### src/rtl/scmp_bus_unit_pkg.sv
// Shared types for the SC/MP external bus sequencer: FSM state encoding,
// cycle-type flags and the wait-counter width.
package scmp_bus_pak;

    localparam int WAIT_W = 4;

    typedef enum logic [2:0] {
        IDLE = 3'd0,
        ARB  = 3'd1,
        ADS  = 3'd2,
        XFER = 3'd3,
        TAIL = 3'd4
    } BUS_STATE_t;

    typedef struct packed {
        logic h;
        logic d;
        logic i;
        logic r;
    } BUS_FLAGS_t;

endpackage

### src/rtl/scmp_bus_unit_if.sv
// Core-side request/response channel of the bus sequencer.
// master = core datapath, slave = scmp_bus_unit.
interface scmp_bus_unit_if #(
    parameter int ADDR_W = 12,
    parameter int PAGE_W = 4,
    parameter int DATA_W = 8
);
    import scmp_bus_pak::*;

    logic                     req_valid;
    logic                     req_ready;
    logic                     req_write;
    logic [ADDR_W+PAGE_W-1:0] req_addr;
    logic [DATA_W-1:0]        req_wdata;
    BUS_FLAGS_t               req_flags;
    logic                     rsp_valid;
    logic [DATA_W-1:0]        rsp_rdata;

    modport master (
        output req_valid, req_write, req_addr, req_wdata, req_flags,
        input  req_ready, rsp_valid, rsp_rdata
    );

    modport slave (
        input  req_valid, req_write, req_addr, req_wdata, req_flags,
        output req_ready, rsp_valid, rsp_rdata
    );

endinterface

### src/rtl/scmp_bus_unit_arb.sv
// Daisy-chain arbitration for the bus sequencer: bus request, grant
// qualification and downstream grant pass-through.
module scmp_bus_arb
    import scmp_bus_pak::*;
(
    input  logic       clk,
    input  logic       rst_n,
    input  BUS_STATE_t state_r,
    input  BUS_STATE_t state_nxt,
    input  logic       req_valid,
    input  logic       enin,
    input  logic       bus_busy,
    output logic       breq,
    output logic       enout,
    output logic       grant
);

    logic breq_r;

    assign grant = enin & ~bus_busy;
    // Priority is only handed on while this master is idle and not about to request.
    assign enout = enin & (state_r == IDLE) & ~req_valid;
    assign breq  = breq_r;

    // Bus request asserted from arbitration through the tail cycle.
    always_ff @(posedge clk) begin
        if (!rst_n) begin
            breq_r <= 1'b0;
        end else begin
            breq_r <= (state_nxt != IDLE);
        end
    end

endmodule

### src/rtl/scmp_bus_unit.sv
// SC/MP external bus sequencer: ADS -> RD/WR (wait states + hold) -> tail.
// Define SCMP_BUS_ARB_EN to enable daisy-chain multi-master arbitration.
module scmp_bus_unit
    import scmp_bus_pak::*;
#(
    parameter int ADDR_W      = 12,
    parameter int PAGE_W      = 4,
    parameter int DATA_W      = 8,
    parameter int WAIT_STATES = 0
) (
    input  logic              clk,
    input  logic              rst_n,
    scmp_bus_unit_if.slave    bus,
    output logic [ADDR_W-1:0] addr_o,
    input  logic [DATA_W-1:0] D_i,
    output logic [DATA_W-1:0] D_o,
    output logic              D_oe,
    output logic              ADS_n,
    output logic              RD_n,
    output logic              WR_n,
    input  logic              hold,
    input  logic              enin,
    input  logic              bus_busy,
    output logic              breq,
    output logic              enout
);

    localparam int AW = ADDR_W + PAGE_W;

    BUS_STATE_t          state_r, state_nxt;
    logic [WAIT_W-1:0]   cnt_r;
    logic                write_lat_r;
    logic [AW-1:0]       addr_lat_r;
    logic [DATA_W-1:0]   wdata_lat_r;
    BUS_FLAGS_t          flags_lat_r;
    logic                grant_s;

    logic                src_write_s;
    logic [AW-1:0]       src_addr_s;
    logic [DATA_W-1:0]   src_wdata_s;
    BUS_FLAGS_t          src_flags_s;

    logic [ADDR_W-1:0]   addr_nxt_s;
    logic [DATA_W-1:0]   d_o_nxt_s;
    logic                d_oe_nxt_s, ads_n_nxt_s, rd_n_nxt_s, wr_n_nxt_s;

    logic [ADDR_W-1:0]   addr_r;
    logic [DATA_W-1:0]   d_o_r, rdata_r;
    logic                d_oe_r, ads_n_r, rd_n_r, wr_n_r, rsp_valid_r, ready_r;

    // Address-phase word: flags in the top nibble, page in the low bits.
    function automatic logic [DATA_W-1:0] ads_word(input BUS_FLAGS_t f,
                                                   input logic [PAGE_W-1:0] pg);
        logic [DATA_W-1:0] w;
        w                 = '0;
        w[DATA_W-1 -: 4]  = f;
        w[PAGE_W-1:0]     = pg;
        return w;
    endfunction

`ifdef SCMP_BUS_ARB_EN
    localparam BUS_STATE_t ACCEPT_ST = ARB;

    scmp_bus_arb u_arb (
        .clk       (clk),
        .rst_n     (rst_n),
        .state_r   (state_r),
        .state_nxt (state_nxt),
        .req_valid (bus.req_valid),
        .enin      (enin),
        .bus_busy  (bus_busy),
        .breq      (breq),
        .enout     (enout),
        .grant     (grant_s)
    );
`else
    localparam BUS_STATE_t ACCEPT_ST = ADS;
    logic unused_busy_s;

    assign unused_busy_s = bus_busy;
    assign grant_s       = 1'b1;
    assign breq          = 1'b0;
    assign enout         = enin;
`endif

    // Next-state logic.
    always_comb begin
        state_nxt = state_r;
        case (state_r)
            IDLE: if (bus.req_valid) state_nxt = ACCEPT_ST; else state_nxt = IDLE;
            ARB:  if (grant_s)       state_nxt = ADS;       else state_nxt = ARB;
            ADS:  state_nxt = XFER;
            XFER: if ((cnt_r == {WAIT_W{1'b0}}) && !hold) state_nxt = TAIL;
                  else state_nxt = XFER;
            TAIL: state_nxt = IDLE;
            default: state_nxt = IDLE;
        endcase
    end

    // While accepting, the pins are loaded straight from the request.
    always_comb begin
        if (state_r == IDLE) begin
            src_write_s = bus.req_write;
            src_addr_s  = bus.req_addr;
            src_wdata_s = bus.req_wdata;
            src_flags_s = bus.req_flags;
        end else begin
            src_write_s = write_lat_r;
            src_addr_s  = addr_lat_r;
            src_wdata_s = wdata_lat_r;
            src_flags_s = flags_lat_r;
        end
    end

    // Pin values for the state being entered.
    always_comb begin
        addr_nxt_s  = addr_r;
        d_o_nxt_s   = d_o_r;
        d_oe_nxt_s  = 1'b0;
        ads_n_nxt_s = 1'b1;
        rd_n_nxt_s  = 1'b1;
        wr_n_nxt_s  = 1'b1;
        case (state_nxt)
            ADS: begin
                ads_n_nxt_s = 1'b0;
                addr_nxt_s  = src_addr_s[ADDR_W-1:0];
                d_o_nxt_s   = ads_word(src_flags_s, src_addr_s[AW-1 -: PAGE_W]);
                d_oe_nxt_s  = 1'b1;
            end
            XFER: begin
                if (src_write_s) begin
                    wr_n_nxt_s = 1'b0;
                    d_o_nxt_s  = src_wdata_s;
                    d_oe_nxt_s = 1'b1;
                end else begin
                    rd_n_nxt_s = 1'b0;
                end
            end
            TAIL: begin
                if (src_write_s) begin
                    d_o_nxt_s  = src_wdata_s;
                    d_oe_nxt_s = 1'b1;
                end else begin
                    d_oe_nxt_s = 1'b0;
                end
            end
            default: begin
                d_oe_nxt_s = 1'b0;
            end
        endcase
    end

    // State, request latches, wait counter and registered pins.
    always_ff @(posedge clk) begin
        if (!rst_n) begin
            state_r     <= IDLE;
            cnt_r       <= {WAIT_W{1'b0}};
            write_lat_r <= 1'b0;
            addr_lat_r  <= '0;
            wdata_lat_r <= '0;
            flags_lat_r <= '0;
            addr_r      <= '0;
            d_o_r       <= '0;
            d_oe_r      <= 1'b0;
            ads_n_r     <= 1'b1;
            rd_n_r      <= 1'b1;
            wr_n_r      <= 1'b1;
            rsp_valid_r <= 1'b0;
            ready_r     <= 1'b1;
            rdata_r     <= '0;
        end else begin
            state_r     <= state_nxt;
            write_lat_r <= src_write_s;
            addr_lat_r  <= src_addr_s;
            wdata_lat_r <= src_wdata_s;
            flags_lat_r <= src_flags_s;
            if (state_r == ADS) begin
                cnt_r <= WAIT_W'(WAIT_STATES);
            end else if ((state_r == XFER) && (cnt_r != {WAIT_W{1'b0}})) begin
                cnt_r <= cnt_r - {{(WAIT_W-1){1'b0}}, 1'b1};
            end else begin
                cnt_r <= cnt_r;
            end
            if ((state_r == XFER) && (state_nxt == TAIL) && !write_lat_r) begin
                rdata_r <= D_i;
            end else begin
                rdata_r <= rdata_r;
            end
            addr_r      <= addr_nxt_s;
            d_o_r       <= d_o_nxt_s;
            d_oe_r      <= d_oe_nxt_s;
            ads_n_r     <= ads_n_nxt_s;
            rd_n_r      <= rd_n_nxt_s;
            wr_n_r      <= wr_n_nxt_s;
            rsp_valid_r <= (state_nxt == TAIL);
            ready_r     <= (state_nxt == IDLE);
        end
    end

    assign addr_o        = addr_r;
    assign D_o           = d_o_r;
    assign D_oe          = d_oe_r;
    assign ADS_n         = ads_n_r;
    assign RD_n          = rd_n_r;
    assign WR_n          = wr_n_r;
    assign bus.req_ready = ready_r;
    assign bus.rsp_valid = rsp_valid_r;
    assign bus.rsp_rdata = rdata_r;

endmodule

### src/flat_wrapper.sv
// flat-port wrapper written by rule: the top's interface ports become plain ports
module scmp_bus_unit_flat import scmp_bus_pak::*;
#(
    parameter int ADDR_W      = 12,
    parameter int PAGE_W      = 4,
    parameter int DATA_W      = 8,
    parameter int WAIT_STATES = 0
)
  (clk, rst_n, addr_o, D_i, D_o, D_oe, ADS_n, RD_n, WR_n, hold, enin, bus_busy, breq, enout, bus_req_valid, bus_req_write, bus_req_addr, bus_req_wdata, bus_req_flags, bus_req_ready, bus_rsp_valid, bus_rsp_rdata);
  scmp_bus_unit_if #(.ADDR_W(ADDR_W), .PAGE_W(PAGE_W), .DATA_W(DATA_W)) bus_i ();
  input  logic clk;
  input  logic rst_n;
  output logic [ADDR_W-1:0] addr_o;
  input  logic [DATA_W-1:0] D_i;
  output logic [DATA_W-1:0] D_o;
  output logic D_oe;
  output logic ADS_n;
  output logic RD_n;
  output logic WR_n;
  input  logic hold;
  input  logic enin;
  input  logic bus_busy;
  output logic breq;
  output logic enout;
  input wire logic [$bits(bus_i.req_valid)-1:0] bus_req_valid;
  input wire logic [$bits(bus_i.req_write)-1:0] bus_req_write;
  input wire logic [$bits(bus_i.req_addr)-1:0] bus_req_addr;
  input wire logic [$bits(bus_i.req_wdata)-1:0] bus_req_wdata;
  input wire logic [$bits(bus_i.req_flags)-1:0] bus_req_flags;
  output wire logic [$bits(bus_i.req_ready)-1:0] bus_req_ready;
  output wire logic [$bits(bus_i.rsp_valid)-1:0] bus_rsp_valid;
  output wire logic [$bits(bus_i.rsp_rdata)-1:0] bus_rsp_rdata;
  assign bus_i.req_valid = bus_req_valid;
  assign bus_i.req_write = bus_req_write;
  assign bus_i.req_addr = bus_req_addr;
  assign bus_i.req_wdata = bus_req_wdata;
  assign bus_i.req_flags = bus_req_flags;
  assign bus_req_ready = bus_i.req_ready;
  assign bus_rsp_valid = bus_i.rsp_valid;
  assign bus_rsp_rdata = bus_i.rsp_rdata;
  scmp_bus_unit #(.ADDR_W(ADDR_W), .PAGE_W(PAGE_W), .DATA_W(DATA_W), .WAIT_STATES(WAIT_STATES)) u_core (.clk(clk), .rst_n(rst_n), .bus(bus_i), .addr_o(addr_o), .D_i(D_i), .D_o(D_o), .D_oe(D_oe), .ADS_n(ADS_n), .RD_n(RD_n), .WR_n(WR_n), .hold(hold), .enin(enin), .bus_busy(bus_busy), .breq(breq), .enout(enout));
endmodule
### config.mk
export PLATFORM = sky130hd
export DESIGN_NAME = scmp_bus_unit_flat
export DESIGN_NICKNAME = d
export VERILOG_FILES = /design/src/rtl/scmp_bus_unit_pkg.sv /design/src/rtl/scmp_bus_unit_if.sv /design/src/rtl/scmp_bus_unit_arb.sv /design/src/rtl/scmp_bus_unit.sv /design/src/flat_wrapper.sv
export SDC_FILE = /design/constraint.sdc
export NUM_CORES = 1
export LEC_CHECK = 0
export CORE_MARGIN = 2
export CORE_UTILIZATION = 51
export CTS_CLUSTER_SIZE = 14
export DETAILED_ROUTE_END_ITERATION = 6
export HOLD_SLACK_MARGIN = 0.1
export PLACE_DENSITY = 0.82
export SLEW_MARGIN = 20
export SYNTH_ARGS = -nofsm -noshare
export SYNTH_HDL_FRONTEND = slang
export SYNTH_SLANG_ARGS = --single-unit
### constraint.sdc
create_clock -name clk -period 5.6 [get_ports clk]
set_input_delay 0.56 -clock clk [delete_from_list [all_inputs] [get_ports clk]]
set_output_delay 0.56 -clock clk [all_outputs]
set_load 0.01 [all_outputs]
### Yosys cells after proc, flatten, opt, wreduce, memory -nomap -nowiden

Cells that the tools add are included.

| cells by class | value |
|---|---|
| eq/ne operators | 7 |
| mux-type cells | 13 |
| reductions and logical operators | 15 |
| bitwise logic cells | 1 |
| add/sub/neg operators | 1 |

Operators with widths:

| cell | count |
|---|---|
| 16-bit 2-to-1 mux | 1 |
| 8-bit 2-to-1 mux | 2 |
| 8-bit one-hot mux with 2 select lines | 1 |
| 3-bit by 2-bit == test with 1-bit output (second input constant) | 4 |
| 3-bit one-hot mux with 4 select lines | 1 |
| 3-bit logical NOT | 2 |
| 1-bit logical AND | 4 |
| 4-bit logical NOT | 1 |
| 1-bit 2-to-1 mux | 4 |
| 4-bit 2-to-1 mux | 1 |
| 2-bit AND reduction | 2 |
| 4-bit nonzero test | 1 |
| 2-bit OR reduction | 2 |
| 4-bit by 1-bit subtractor with 4-bit output (second input constant) | 1 |
| 3-bit by 1-bit == test with 1-bit output (second input constant) | 1 |
| 3-bit == test (second input constant) | 1 |
| 3-bit 2-to-1 mux | 1 |
| 1-bit logical NOT | 2 |
| 2-bit 2-to-1 mux | 1 |
| 2-bit by 1-bit != test with 1-bit output (second input constant) | 1 |
| 1-bit one-hot mux with 2 select lines | 1 |
| 2-bit nonzero test | 1 |
| 1-bit NOT | 1 |

| word-level totals | value |
|---|---|
| register bits | 70 |
| bits of input ports | 43 |
| output and inout port bits | 36 |

### Depth between registers and ports, before layout

| logic depth | value |
|---|---|
| word-level depth | 8 |
| depth in mapped cells | 7 |
| mapped depth without buffers | 6 |

### Worst setup path before layout

OpenSTA, ideal clock, no wires.

| timing | value |
|---|---|
| path kind | register -> register |
| from | reg u_core.cnt_r[0] |
| to | reg u_core.rdata_r[0], in the netlist u_core.bus.rsp_rdata[0] |
| cell stages (with the launch flop) | 8 |
| period minus slack after synthesis | 1.941 ns |
| path buffers | 1 |
| setup slack | 3.659 ns |
| library setup time | 0.072 ns |
| data required time | 5.528 ns |
| arrival time | 1.869 ns |
| path through | dfxtp_1 -> inv_1 -> ha_1 -> or3b_4 -> or3b_4 -> nor4b_4 -> buf_6 -> mux2i_1 |

| on the way | value |
|---|---|
| longest elaborated chain between the ends | 7 |

Ends and longest elaborated chain:

| element | RTL line | source |
|---|---|---|
| from (decl) | scmp_bus_unit.sv:31 | `logic [WAIT_W-1:0] cnt_r;` |
| from (signal assigned) | scmp_bus_unit.sv:157 | `cnt_r <= {WAIT_W{1'b0}};` |
| from (signal assigned) | scmp_bus_unit.sv:178 | `cnt_r <= WAIT_W'(WAIT_STATES);` |
| from (signal assigned) | scmp_bus_unit.sv:180 | `cnt_r <= cnt_r - {{(WAIT_W-1){1'b0}}, 1'b1};` |
| 4-bit logical NOT | scmp_bus_unit.sv:93 | `XFER: if ((cnt_r == {WAIT_W{1'b0}}) && !hold) state_nxt = TAIL;` |
| 1-bit logical AND | scmp_bus_unit.sv:93 |  |
| 3-bit 2-to-1 mux | scmp_bus_unit.sv:93 |  |
| 3-bit one-hot mux with 4 select lines | scmp_bus_unit.sv:89 | `case (state_r)` |
| 3-bit == test | scmp_bus_unit.sv:184 | `if ((state_r == XFER) && (state_nxt == TAIL) && !write_lat_r) begin` |
| 1-bit logical AND (2 in a row) | scmp_bus_unit.sv:184 |  |
| to (signal assigned) | scmp_bus_unit.sv:185 | `rdata_r <= D_i;` |
| to (signal assigned) | scmp_bus_unit.sv:187 | `rdata_r <= rdata_r;` |
| to (decl) | scmp_bus_unit.sv:48 | `logic [DATA_W-1:0] d_o_r, rdata_r;` |

No other way between the ends.
A chain may end at the register's enable or synchronous reset.

### Final worst setup path

| timing | value |
|---|---|
| from | reg u_core.cnt_r[0] |
| to | reg u_core.rdata_r[6], in the netlist u_core.bus.rsp_rdata[6] |

Same word-level chain as after synthesis.

==> out/qor.txt <==
status = complete, no violations
IO Port Bufs = 74
post-synthesis mux area share = 7.59%
# rows = 26
Clock Skew = 0.00685 ns
max-cap violations = 0
Synth Register Bits = 70
Synthesis Warnings = 0
post_cts resized = 0
# fillers = 398
clk buf depth = 2
Min-Delay Path Class = flip-flop to flip-flop
largest family of logic cells by synthesized area = compound AO/OA/AOI/OAI gates
antenna violations before repair = 0
post-CTS setup buffers = 0
Vias per Instance = 5.24
Placer Congestion = 0.784
startpoint types = flip-flop
initial core utilization = 53.5%
Die Area = 6030 µm²
Setup-failing EPs final = 0
worst ir drop on vdd = 169 µV
share of the synthesized area in the top cell type = 50.6%
ANT cells = 0
total grt overflow = 0
number of CTS-inserted buffers = 9
DR iter-0 viols = 190
Post-Syn Instances = 290
Post-Synth Simple-Gate Area = 17.8%
largest net degree at the start of global routing = 65
XOR/XNOR share of the synthesized area = 0.949%
routed via count = 2225
Setup TNS = 0 ns
top-count cell post-synth = dfxtp_1
Post-CTS Hold Fix Bufs = 0
RSZ-0062 raised after global routing = no
core outline area = 5170 µm²
Top cell by count, worst path = or3b_4
ranking of synthesized cells by area = dfxtp_1 (51%), nand2_1 (8.5%), mux2i_1 (7.6%)
crit-path cells = inv_1, ha_1, or3b_4, or3b_4, nor4b_4, mux2i_1
area leader, netlist = dfxtp_1
wire per inst = 13.6 µm
Final period util = 42.6%
DP HPWL = 3790 µm
Syn Area/Cell = 9.54 µm²
Sink Count = 70
PD cells = 293 nW/µm²
DRT antenna net count = 0
NumNets Final = 400
CP required = 5.85 ns
vias in the first global route = 2129
compound-cell area share of the yosys netlist = 17.8%
EDFF count, synth = 0
ys flop type = dfxtp_1
share of cells above drive strength 1 = 4.79%
most instantiated cells after synthesis = dfxtp_1 (70), nand2_1 (63), mux2i_1 (21)
post-synthesis cell type count = 31
Horiz. Die Dim = 77.7 µm
H-tree depth = 3
crit path kind = flip-flop to flip-flop
first drt pass iteration count = 6
Boundary Pins = 79
Die H = 77.7 µm
Post-synth ARST share = 0%
Seq/Total Area, Yosys = 50.6%
first-pass GRT wire length = 9820 µm
Total Wirelength = 5790 µm
CTS Root Buffer Type = clkbuf_8
crit end category = flip-flop
Crit Path Max Fanout = 8
Clock transition at path regs = 0.06 ns
worst skew pair latency = 0.33 ns
Tightest Pin Transition = 1.06 ns
crit path DAT = 2.64 ns
DRC errors left = 0
post-placement cell count = 414
fmax = 419 MHz
Synthesized Nets = 335
non-filler instance count after layout = 425
Pleak = 0.00149 µW
Layout area overhead = 31.6%
Slew HR = 29.0%
slowest cell delay on critical path = 0.65 ns
CTS tree = done
Global Route Usage Sum = 20.2%
Overall Power = 1070 µW
Max Slew Vio Count = 0
Crit-path slowest cell = nor4b_4
Hold Vio Cnt, Final = 0
Post-Syn Area = 2770 µm²
adder-cell share of the synthesized area = 0.904%
Period minus WS final = 2.39 ns
logic make-up (layout without fill, tap and decap cells):
logic type | Yosys count | count (layout)
simple gates | 103 | 103
flops | 70 | 70
compound gates | 64 | 64
buf+inv | 26 | 91
mux | 21 | 21
xor+xnor | 3 | 3
fa+ha+maj | 2 | 2
other cells | 1 | 1
critical path, delay by kind of cell (launching register included):
family | cells | cell delay (ns)
fa+ha+maj | 1 | 0.15
buf+inv | 1 | 0.09
flops | 1 | 0.33
mux | 1 | 0.26
simple gates | 3 | 1.49
sequential cells by signal, indices dropped and copies added, names as in the netlist, 3 cells and up:
register / cells
u_core.D_o: 8
u_core.addr_lat_r: 16
u_core.addr_o: 12
u_core.bus.rsp_rdata: 8
u_core.cnt_r: 4
u_core.flags_lat_r: 4
u_core.state_r: 3
u_core.wdata_lat_r: 8
layout by cell type, fill, tap and decap left out, types with 3 or more instances in the layout:
cell type,netlist,routed
o21ai_0,10,10
nor2_1,8,8
buf_4,2,3
dfxtp_1,70,70
nor3_1,4,4
nor2b_1,18,18
nand2_1,63,63
a22oi_1,16,16
clkbuf_8,0,9
a21boi_0,16,16
clkdlybuf4s50_1,0,73
a22o_1,8,8
o211a_1,12,12
mux2i_1,21,21
inv_1,3,3
worst paths after layout:
| path | startpoint | endpoint | slack, ns | cells past startpoint |
|---|---|---|---|---|
| setup / recovery | u_core.cnt_r[0] | u_core.bus.rsp_rdata[6] | 3.21 | 6 |
| hold / removal | u_core.bus.rsp_rdata[3] | u_core.bus.rsp_rdata[3] | 0.46 | 2 |
| setup reg to reg | u_core.cnt_r[0] | u_core.bus.rsp_rdata[6] | 3.21 | 6 |
| hold reg to reg | u_core.bus.rsp_rdata[3] | u_core.bus.rsp_rdata[3] | 0.46 | 2 |
power breakdown:
part           switching, µW  internal, µW
registers               25.1           539
logic                   90.4           106
clock network            157           149
routing by layer:
layer	up-vias	wire, µm	track usage [%]	share of wire [%]
li1	1116	-	-	-
met1	1034	2690	27.2	46
met2	65	2690	30.5	47
met3	10	323	4.77	5.6
met4	0	85	9.11	1.5
met5	-	0	0	0
area by class of cell:
cell class / instances / area [µm²] / share of cell area, %
Multi-Input combinational cell: 194 / 1250 / 34.4
Tap cell: 70 / 87.6 / 2.41
Sequential cell: 70 / 1400 / 38.5
Inverter: 3 / 11.3 / 0.309
Clock buffer: 11 / 131 / 3.61
Timing Repair Buffer: 77 / 758 / 20.8
per-stage QoR:
stage | setup WS, ns | util, % | hold slack, ns | instance area (µm²)
6_report | 3.21 | 70.4 | 0.456 | 3640
2_1_floorplan | 3.66 | - | 0.443 | 2770
3_3_place_gp | 3.23 | 67.9 | 0.441 | 3510
4_1_cts | 3.19 | 70.4 | 0.457 | 3640
3_5_place_dp | 3.20 | 67.9 | 0.448 | 3510
5_1_grt | 3.08 | 70.4 | 0.483 | 3640
Note: power is estimated with default switching activity, not from simulation.
